<file path="src/rtl/idct16_serial_if.sv">
// idct16_serial_if: stream bundle for the serial 16-point IDCT.
//   s_* : coefficient input stream (X[0..15] per frame), valid/ready
//   m_* : sample output stream (x[0..15] per frame), valid/ready
// Modports:
//   slave  - the IDCT block (consumes s_*, produces m_*)
//   master - the environment (produces s_*, consumes m_*)
interface idct16_serial_if #(
    parameter int DATA_W = 20
);
    logic [DATA_W-1:0] s_data;
    logic              s_valid;
    logic              s_last;
    logic              s_ready;
    logic [DATA_W-1:0] m_data;
    logic              m_valid;
    logic              m_last;
    logic              m_ready;

    modport slave (
        input  s_data, s_valid, s_last, m_ready,
        output s_ready, m_data, m_valid, m_last
    );

    modport master (
        output s_data, s_valid, s_last, m_ready,
        input  s_ready, m_data, m_valid, m_last
    );
endinterface

</file>
<file path="src/rtl/idct16_serial.sv">
// idct16_serial: 16-point orthonormal inverse DCT (DCT-III), serial in/out.
// One frame of 16 coefficients is loaded, then each output sample is
// produced by a 16-step multiply-accumulate against a constant weight ROM.
// Ports:
//   clk        rising-edge clock
//   rst        asynchronous reset, active-low
//   bus        idct16_serial_if.slave (s_* coefficient stream in, m_* sample stream out)
//   busy       high whenever the block is not accepting input
//   frame_err  sticky: s_last seen on a beat other than the 16th, or missing on it
module idct16_serial #(
    parameter int DATA_W = 20,
    parameter int COEF_W = 16,
    parameter int FRAC   = 15
) (
    input  logic                  clk,
    input  logic                  rst,
    idct16_serial_if.slave        bus,
    output logic                  busy,
    output logic                  frame_err
);
    localparam int PROD_W = DATA_W + COEF_W;
    localparam int ACC_W  = PROD_W + 4;     // headroom for 16 accumulated products

    localparam logic signed [ACC_W-1:0] SAT_HI = ACC_W'((1 <<< (DATA_W-1)) - 1);
    localparam logic signed [ACC_W-1:0] SAT_LO = ~SAT_HI;
    localparam logic signed [ACC_W-1:0] RND    = ACC_W'(1 <<< (FRAC-1));

    typedef enum logic [2:0] {
        S_LOAD, S_COMPUTE, S_DRAIN, S_ROUND, S_OUT
    } state_t;

    state_t                    r_state, w_next;
    logic [3:0]                r_kcnt;
    logic [3:0]                r_n;
    logic signed [DATA_W-1:0]  r_buf [16];
    logic signed [PROD_W-1:0]  r_prod;
    logic signed [ACC_W-1:0]   r_acc;
    logic [DATA_W-1:0]         r_mdata;
    logic                      r_mvalid;
    logic                      r_mlast;
    logic                      r_ferr;

    logic                      w_sready;
    logic                      w_busy;
    logic                      w_shs;
    logic                      w_mhs;
    logic signed [COEF_W-1:0]  w_coef;
    logic signed [PROD_W-1:0]  w_a, w_b, w_prod;
    logic signed [ACC_W-1:0]   w_rnd;
    logic [DATA_W-1:0]         w_sat;

    // W[n][k] = round(2^15 * sqrt(1/8) * a_k * cos((2n+1)k*pi/32)).
    // The cosine argument is folded modulo 2*pi into a quarter-wave table
    // of 17 magnitudes plus a sign.
    function automatic logic signed [COEF_W-1:0] rom(input logic [3:0] n, input logic [3:0] k);
        logic [5:0]               m;
        logic [4:0]               j;
        logic                     neg;
        logic signed [COEF_W-1:0] mag;
        m = 6'({1'b0, n, 1'b1} * {2'b00, k});   // (2n+1)k mod 64
        if (m <= 6'd16) begin
            j = m[4:0];             neg = 1'b0;
        end else if (m <= 6'd32) begin
            j = 5'(6'd32 - m);      neg = 1'b1;
        end else if (m <= 6'd48) begin
            j = 5'(m - 6'd32);      neg = 1'b1;
        end else begin
            j = 5'(7'd64 - {1'b0, m}); neg = 1'b0;
        end
        case (j)
            5'd0:    mag = COEF_W'(11585);
            5'd1:    mag = COEF_W'(11529);
            5'd2:    mag = COEF_W'(11363);
            5'd3:    mag = COEF_W'(11086);
            5'd4:    mag = COEF_W'(10703);
            5'd5:    mag = COEF_W'(10217);
            5'd6:    mag = COEF_W'(9633);
            5'd7:    mag = COEF_W'(8956);
            5'd8:    mag = COEF_W'(8192);
            5'd9:    mag = COEF_W'(7350);
            5'd10:   mag = COEF_W'(6436);
            5'd11:   mag = COEF_W'(5461);
            5'd12:   mag = COEF_W'(4433);
            5'd13:   mag = COEF_W'(3363);
            5'd14:   mag = COEF_W'(2260);
            5'd15:   mag = COEF_W'(1136);
            default: mag = '0;
        endcase
        if (k == 4'd0)
            rom = COEF_W'(8192);    // DC column carries the extra 1/sqrt(2)
        else
            rom = neg ? -mag : mag;
    endfunction

    assign w_coef = rom(r_n, r_kcnt);
    assign w_a    = PROD_W'(r_buf[r_kcnt]);
    assign w_b    = PROD_W'(w_coef);
    assign w_prod = w_a * w_b;

    assign w_rnd  = (r_acc + RND) >>> FRAC;
    assign w_sat  = (w_rnd > SAT_HI) ? SAT_HI[DATA_W-1:0] :
                    (w_rnd < SAT_LO) ? SAT_LO[DATA_W-1:0] : w_rnd[DATA_W-1:0];

    assign w_shs  = bus.s_valid && w_sready;
    assign w_mhs  = r_mvalid && bus.m_ready;

    always_ff @(posedge clk or negedge rst) begin
        if (!rst) r_state <= S_LOAD;
        else      r_state <= w_next;
    end

    always_comb begin
        w_next   = r_state;
        w_sready = 1'b0;
        w_busy   = 1'b1;
        case (r_state)
            S_LOAD: begin
                w_sready = 1'b1;
                w_busy   = 1'b0;
                if (bus.s_valid && r_kcnt == 4'd15) w_next = S_COMPUTE;
            end
            S_COMPUTE: if (r_kcnt == 4'd15) w_next = S_DRAIN;
            S_DRAIN:   w_next = S_ROUND;
            S_ROUND:   w_next = S_OUT;
            S_OUT:     if (w_mhs) w_next = (r_n == 4'd15) ? S_LOAD : S_COMPUTE;
            default:   w_next = S_LOAD;
        endcase
    end

    // Coefficient buffer is fully rewritten before every use; no reset needed.
    always_ff @(posedge clk) begin
        if (r_state == S_LOAD && w_shs) r_buf[r_kcnt] <= bus.s_data;
    end

    always_ff @(posedge clk or negedge rst) begin
        if (!rst) begin
            r_kcnt   <= '0;
            r_n      <= '0;
            r_prod   <= '0;
            r_acc    <= '0;
            r_mdata  <= '0;
            r_mvalid <= 1'b0;
            r_mlast  <= 1'b0;
            r_ferr   <= 1'b0;
        end else begin
            case (r_state)
                S_LOAD: if (w_shs) begin
                    if (bus.s_last != (r_kcnt == 4'd15)) r_ferr <= 1'b1;
                    if (r_kcnt == 4'd15) r_n <= '0;
                    r_kcnt <= r_kcnt + 4'd1;
                end
                S_COMPUTE: begin
                    // Product k is registered here and summed one cycle later;
                    // the product of k=0 replaces whatever the accumulator held.
                    r_prod <= w_prod;
                    if (r_kcnt == 4'd1)      r_acc <= ACC_W'(r_prod);
                    else if (r_kcnt != 4'd0) r_acc <= r_acc + ACC_W'(r_prod);
                    r_kcnt <= r_kcnt + 4'd1;
                end
                S_DRAIN: r_acc <= r_acc + ACC_W'(r_prod);
                S_ROUND: begin
                    r_mdata  <= w_sat;
                    r_mlast  <= (r_n == 4'd15);
                    r_mvalid <= 1'b1;
                end
                S_OUT: if (w_mhs) begin
                    r_mvalid <= 1'b0;
                    if (r_n != 4'd15) r_n <= r_n + 4'd1;
                end
                default: ;
            endcase
        end
    end

    assign bus.s_ready = w_sready;
    assign bus.m_data  = r_mdata;
    assign bus.m_valid = r_mvalid;
    assign bus.m_last  = r_mlast;
    assign busy        = w_busy;
    assign frame_err   = r_ferr;
endmodule

</file>
<file path="src/flat_wrapper.sv">
// flat-port wrapper written by rule: the top's interface ports become plain ports
module idct16_serial_flat 
#(
    parameter int DATA_W = 20,
    parameter int COEF_W = 16,
    parameter int FRAC   = 15
)
  (clk, rst, busy, frame_err, bus_s_data, bus_s_valid, bus_s_last, bus_m_ready, bus_s_ready, bus_m_data, bus_m_valid, bus_m_last);
  idct16_serial_if #(.DATA_W(DATA_W)) bus_i ();
  input  logic clk;
  input  logic rst;
  output logic busy;
  output logic frame_err;
  input wire logic [$bits(bus_i.s_data)-1:0] bus_s_data;
  input wire logic [$bits(bus_i.s_valid)-1:0] bus_s_valid;
  input wire logic [$bits(bus_i.s_last)-1:0] bus_s_last;
  input wire logic [$bits(bus_i.m_ready)-1:0] bus_m_ready;
  output wire logic [$bits(bus_i.s_ready)-1:0] bus_s_ready;
  output wire logic [$bits(bus_i.m_data)-1:0] bus_m_data;
  output wire logic [$bits(bus_i.m_valid)-1:0] bus_m_valid;
  output wire logic [$bits(bus_i.m_last)-1:0] bus_m_last;
  assign bus_i.s_data = bus_s_data;
  assign bus_i.s_valid = bus_s_valid;
  assign bus_i.s_last = bus_s_last;
  assign bus_i.m_ready = bus_m_ready;
  assign bus_s_ready = bus_i.s_ready;
  assign bus_m_data = bus_i.m_data;
  assign bus_m_valid = bus_i.m_valid;
  assign bus_m_last = bus_i.m_last;
  idct16_serial #(.DATA_W(DATA_W), .COEF_W(COEF_W), .FRAC(FRAC)) u_core (.clk(clk), .rst(rst), .bus(bus_i), .busy(busy), .frame_err(frame_err));
endmodule
</file>
<file path="config.mk">
export PLATFORM = sky130hd
export DESIGN_NAME = idct16_serial_flat
export DESIGN_NICKNAME = d
export VERILOG_FILES = /design/src/rtl/idct16_serial_if.sv /design/src/rtl/idct16_serial.sv /design/src/flat_wrapper.sv
export SDC_FILE = /design/constraint.sdc
export NUM_CORES = 2
export LEC_CHECK = 0
export CORE_ASPECT_RATIO = 0.6
export CORE_UTILIZATION = 50
export DETAILED_ROUTE_END_ITERATION = 10
export PLACE_DENSITY_LB_ADDON = 0.3
export SETUP_SLACK_MARGIN = 0.05
export SYNTH_ARGS = -nofsm -noshare
export SYNTH_HDL_FRONTEND = slang
export SYNTH_SLANG_ARGS = --single-unit
</file>
<file path="constraint.sdc">
create_clock -name clk -period 28.7 [get_ports clk]
set_clock_uncertainty 0.05 [all_clocks]
set_input_delay 5.74 -clock clk [delete_from_list [all_inputs] [get_ports clk]]
set_output_delay 5.74 -clock clk [all_outputs]
set_load 0.03 [all_outputs]
</file>
==> qor.yml <==
first_pass_iters: 6
grt_busiest_layer: "met1"
grt_pass1_wl_mm: 148
routedWlPerCell_um: 23.4
synth-edff-count: 320
drc: 0
overflow: 0
start_util_pct: 50.5
gp_congestion: 0.996
final_common_cell: "inv_1"
post_dp_cell_area_mm2: 0.0350
yosysTopAreaCell: "edfxtp_1"
dp_hpwl_mm: 69.9
max_cap_violations: 0
drtIter0Drc: 2951
cpMostUsedCell: "fa_1"
clk_path_buf_depth: 3
synth_flop_cell: "edfxtp_1"
antenna_found_initial: 2
hp-class: "register to register"
ys_ff_latch: 430
die-width_um: 336
rsz0062_at_grt: "no"
synth_area_mm2: 0.0334
cts_resized: 0
cts_buffers: 41
required_ns: 29.14
slowest_delay_ns: 0.96
hold_viol_final: 0
timing.fmax_mhz: 75.7
tns_ns: 0
synth.distinct_cells: 91
post-cts-setup-buffer-count: 0
rows: 73
clock_latency_ns: 0.59
synthCells: 3120
critPathLaunchType: "register"
avgSynthCellArea_um2: 10.7
use_met3_pct: 9.50
synth_warnings: 0
setup_viol: 0
h-tree-depth: 2
num-fill-cells: 5679
cp-end-kind: "register"
max-slew-margin-rel_pct: 22.0
seq_area_frac_synth_pct: 37.0
syn2layout_area_growth_pct: 8.56
gr-usage-all-layers_pct: 28.8
core_mm2: 0.0662
critical_path.max_fanout: 40
critPathTopFamily: "adder cells"
use_met1_pct: 46.1
cts_num_sinks: 430
slew_viol_final: 0
final_cell_mix: "inv_1 (410), nand2_1 (345), fa_1 (325)"
arrival_ns: 13.65
route.vias.total: 24300
fin_area_mm2: 0.0363
port_buffers: 49
critical_path_class: "register to register"
crit_buf_inv: 8
cts-root-buf: "clkbuf_16"
drt_wl_total_mm: 95.2
grt_pass1_vias: 24200
routed_via_density: 5.98
synth.net_count: 3620
chipHeight_um: 202
path_clk_slew_ns: 0.07
tritoncts: "yes"
cp_slowest_cell: "xnor2_2"
postCtsHoldBufs: 0
async_flop_share_pct: 25.6
drive_gt1_share_pct: 8.00
io_pins: 50
grt_max_degree: 84
period_needed_ns: 13.22
final_antenna_net_count: 0
netlist_top_cells_area: "edfxtp_1 (29%), fa_1 (19%), dfrtp_1 (8.2%)"
synth_top_area_share_pct: 28.7
outcome: "finished, final reports clean"
period_share_pct: 46.1
die_area_mm2: 0.0680
worst_pin_slew_ns: 1.16
nNetsFinal: 3631
grt_use_met2_pct: 38.1
## path summary, 6_finish.rpt
kind | startpoint | cells past startpoint | endpoint | slack (ns)
setup / recovery | u_core.r_kcnt[1]$_DFFE_PN0P_ | 41 | u_core.r_prod[35]$_DFFE_PN0P_ | 15.48
hold / removal | u_core.r_acc[9]$_DFFE_PN0P_ | 2 | u_core.r_acc[9]$_DFFE_PN0P_ | 0.44
setup reg to reg | u_core.r_kcnt[1]$_DFFE_PN0P_ | 41 | u_core.r_prod[35]$_DFFE_PN0P_ | 15.48
hold reg to reg | u_core.r_acc[9]$_DFFE_PN0P_ | 2 | u_core.r_acc[9]$_DFFE_PN0P_ | 0.44
max in group asynchronous | rst | 2 | u_core.r_kcnt[0]$_DFFE_PN0P_ | 22.02
min in group asynchronous | rst | 1 | u_core.bus.m_data[9]$_DFFE_PN0P_ | 5.16
## registers in the layout (all words and copies together), names as in the netlist
name	cells
u_core.r_kcnt	4
u_core.bus.m_data	20
u_core.r_prod	36
u_core.frame_err	1
u_core.r_acc	40
u_core.bus.m_valid	1
u_core.r_state	3
u_core.r_n	4
u_core.bus.m_last	1
u_core.r_buf	320
## routing by layer
| metal | share of wire (%) | wire [µm] |
|---|---|---|
| met5 | 0 | 0 |
| met4 | 1.1 | 1050 |
| met3 | 13 | 12400 |
| met2 | 39 | 37300 |
| met1 | 47 | 44400 |
## cell usage after synthesis (83+ instances only)
library cell    n
clkbuf_1       97
fa_1          325
mux4_2         83
edfxtp_1      320
o21ai_0       117
nand2_1       345
nand3_1        89
inv_1         410
nor2_1        292
dfrtp_1       110
ha_1          150
a21oi_1       105
## metrics by stage
| step | hold slack (ns) | setup slack, ns | util [%] | instances |
|---|---|---|---|---|
| after detailed placement | 0.428 | 15.81 | 52.8 | 3988 |
| after global routing | 0.462 | 14.74 | 54.8 | 4063 |
| after CTS | 0.446 | 15.74 | 54.8 | 4063 |
| final | 0.442 | 15.48 | 54.8 | 4064 |
| after global placement | 0.421 | 16.16 | 52.8 | 3988 |
| after floorplan | 0.406 | 16.97 | - | 3120 |
## final cells by class
class | count | area (µm²) | share of cell area [%]
repair buffers | 103 | 906 | 2.49
well taps | 900 | 1130 | 3.10
inverters | 412 | 1550 | 4.27
clock buffers | 49 | 1070 | 2.94
diodes | 1 | 2.50 | 0.00689
multi-input cells | 2143 | 19000 | 52.4
flip-flops and latches | 430 | 12400 | 34.1
clock inverters | 26 | 251 | 0.693
## worst reg2reg max path, delay by kind of cell (launching register included)
kind,cells,cell delay (ns)
buf+inv,8,0.63
xor+xnor,3,1.97
fa+ha+maj,12,5.45
compound gates,12,2.91
flops,1,0.87
simple gates,6,1.25
## cell families after synthesis
logic type | after synthesis | synth area share (%)
AOI/OAI and AO/OA | 478 | 9.31
xor gates and xnor gates | 101 | 2.75
adders and majority gates | 475 | 25.1
buffers and inverters | 547 | 6.33
DFF | 430 | 37.0
muxes | 94 | 5.93
and+or+nand+nor | 995 | 13.7
Power is left out: the tool's default activity adds up to more than one toggle a clock period on the data nets, which glitch-free logic cannot reach.
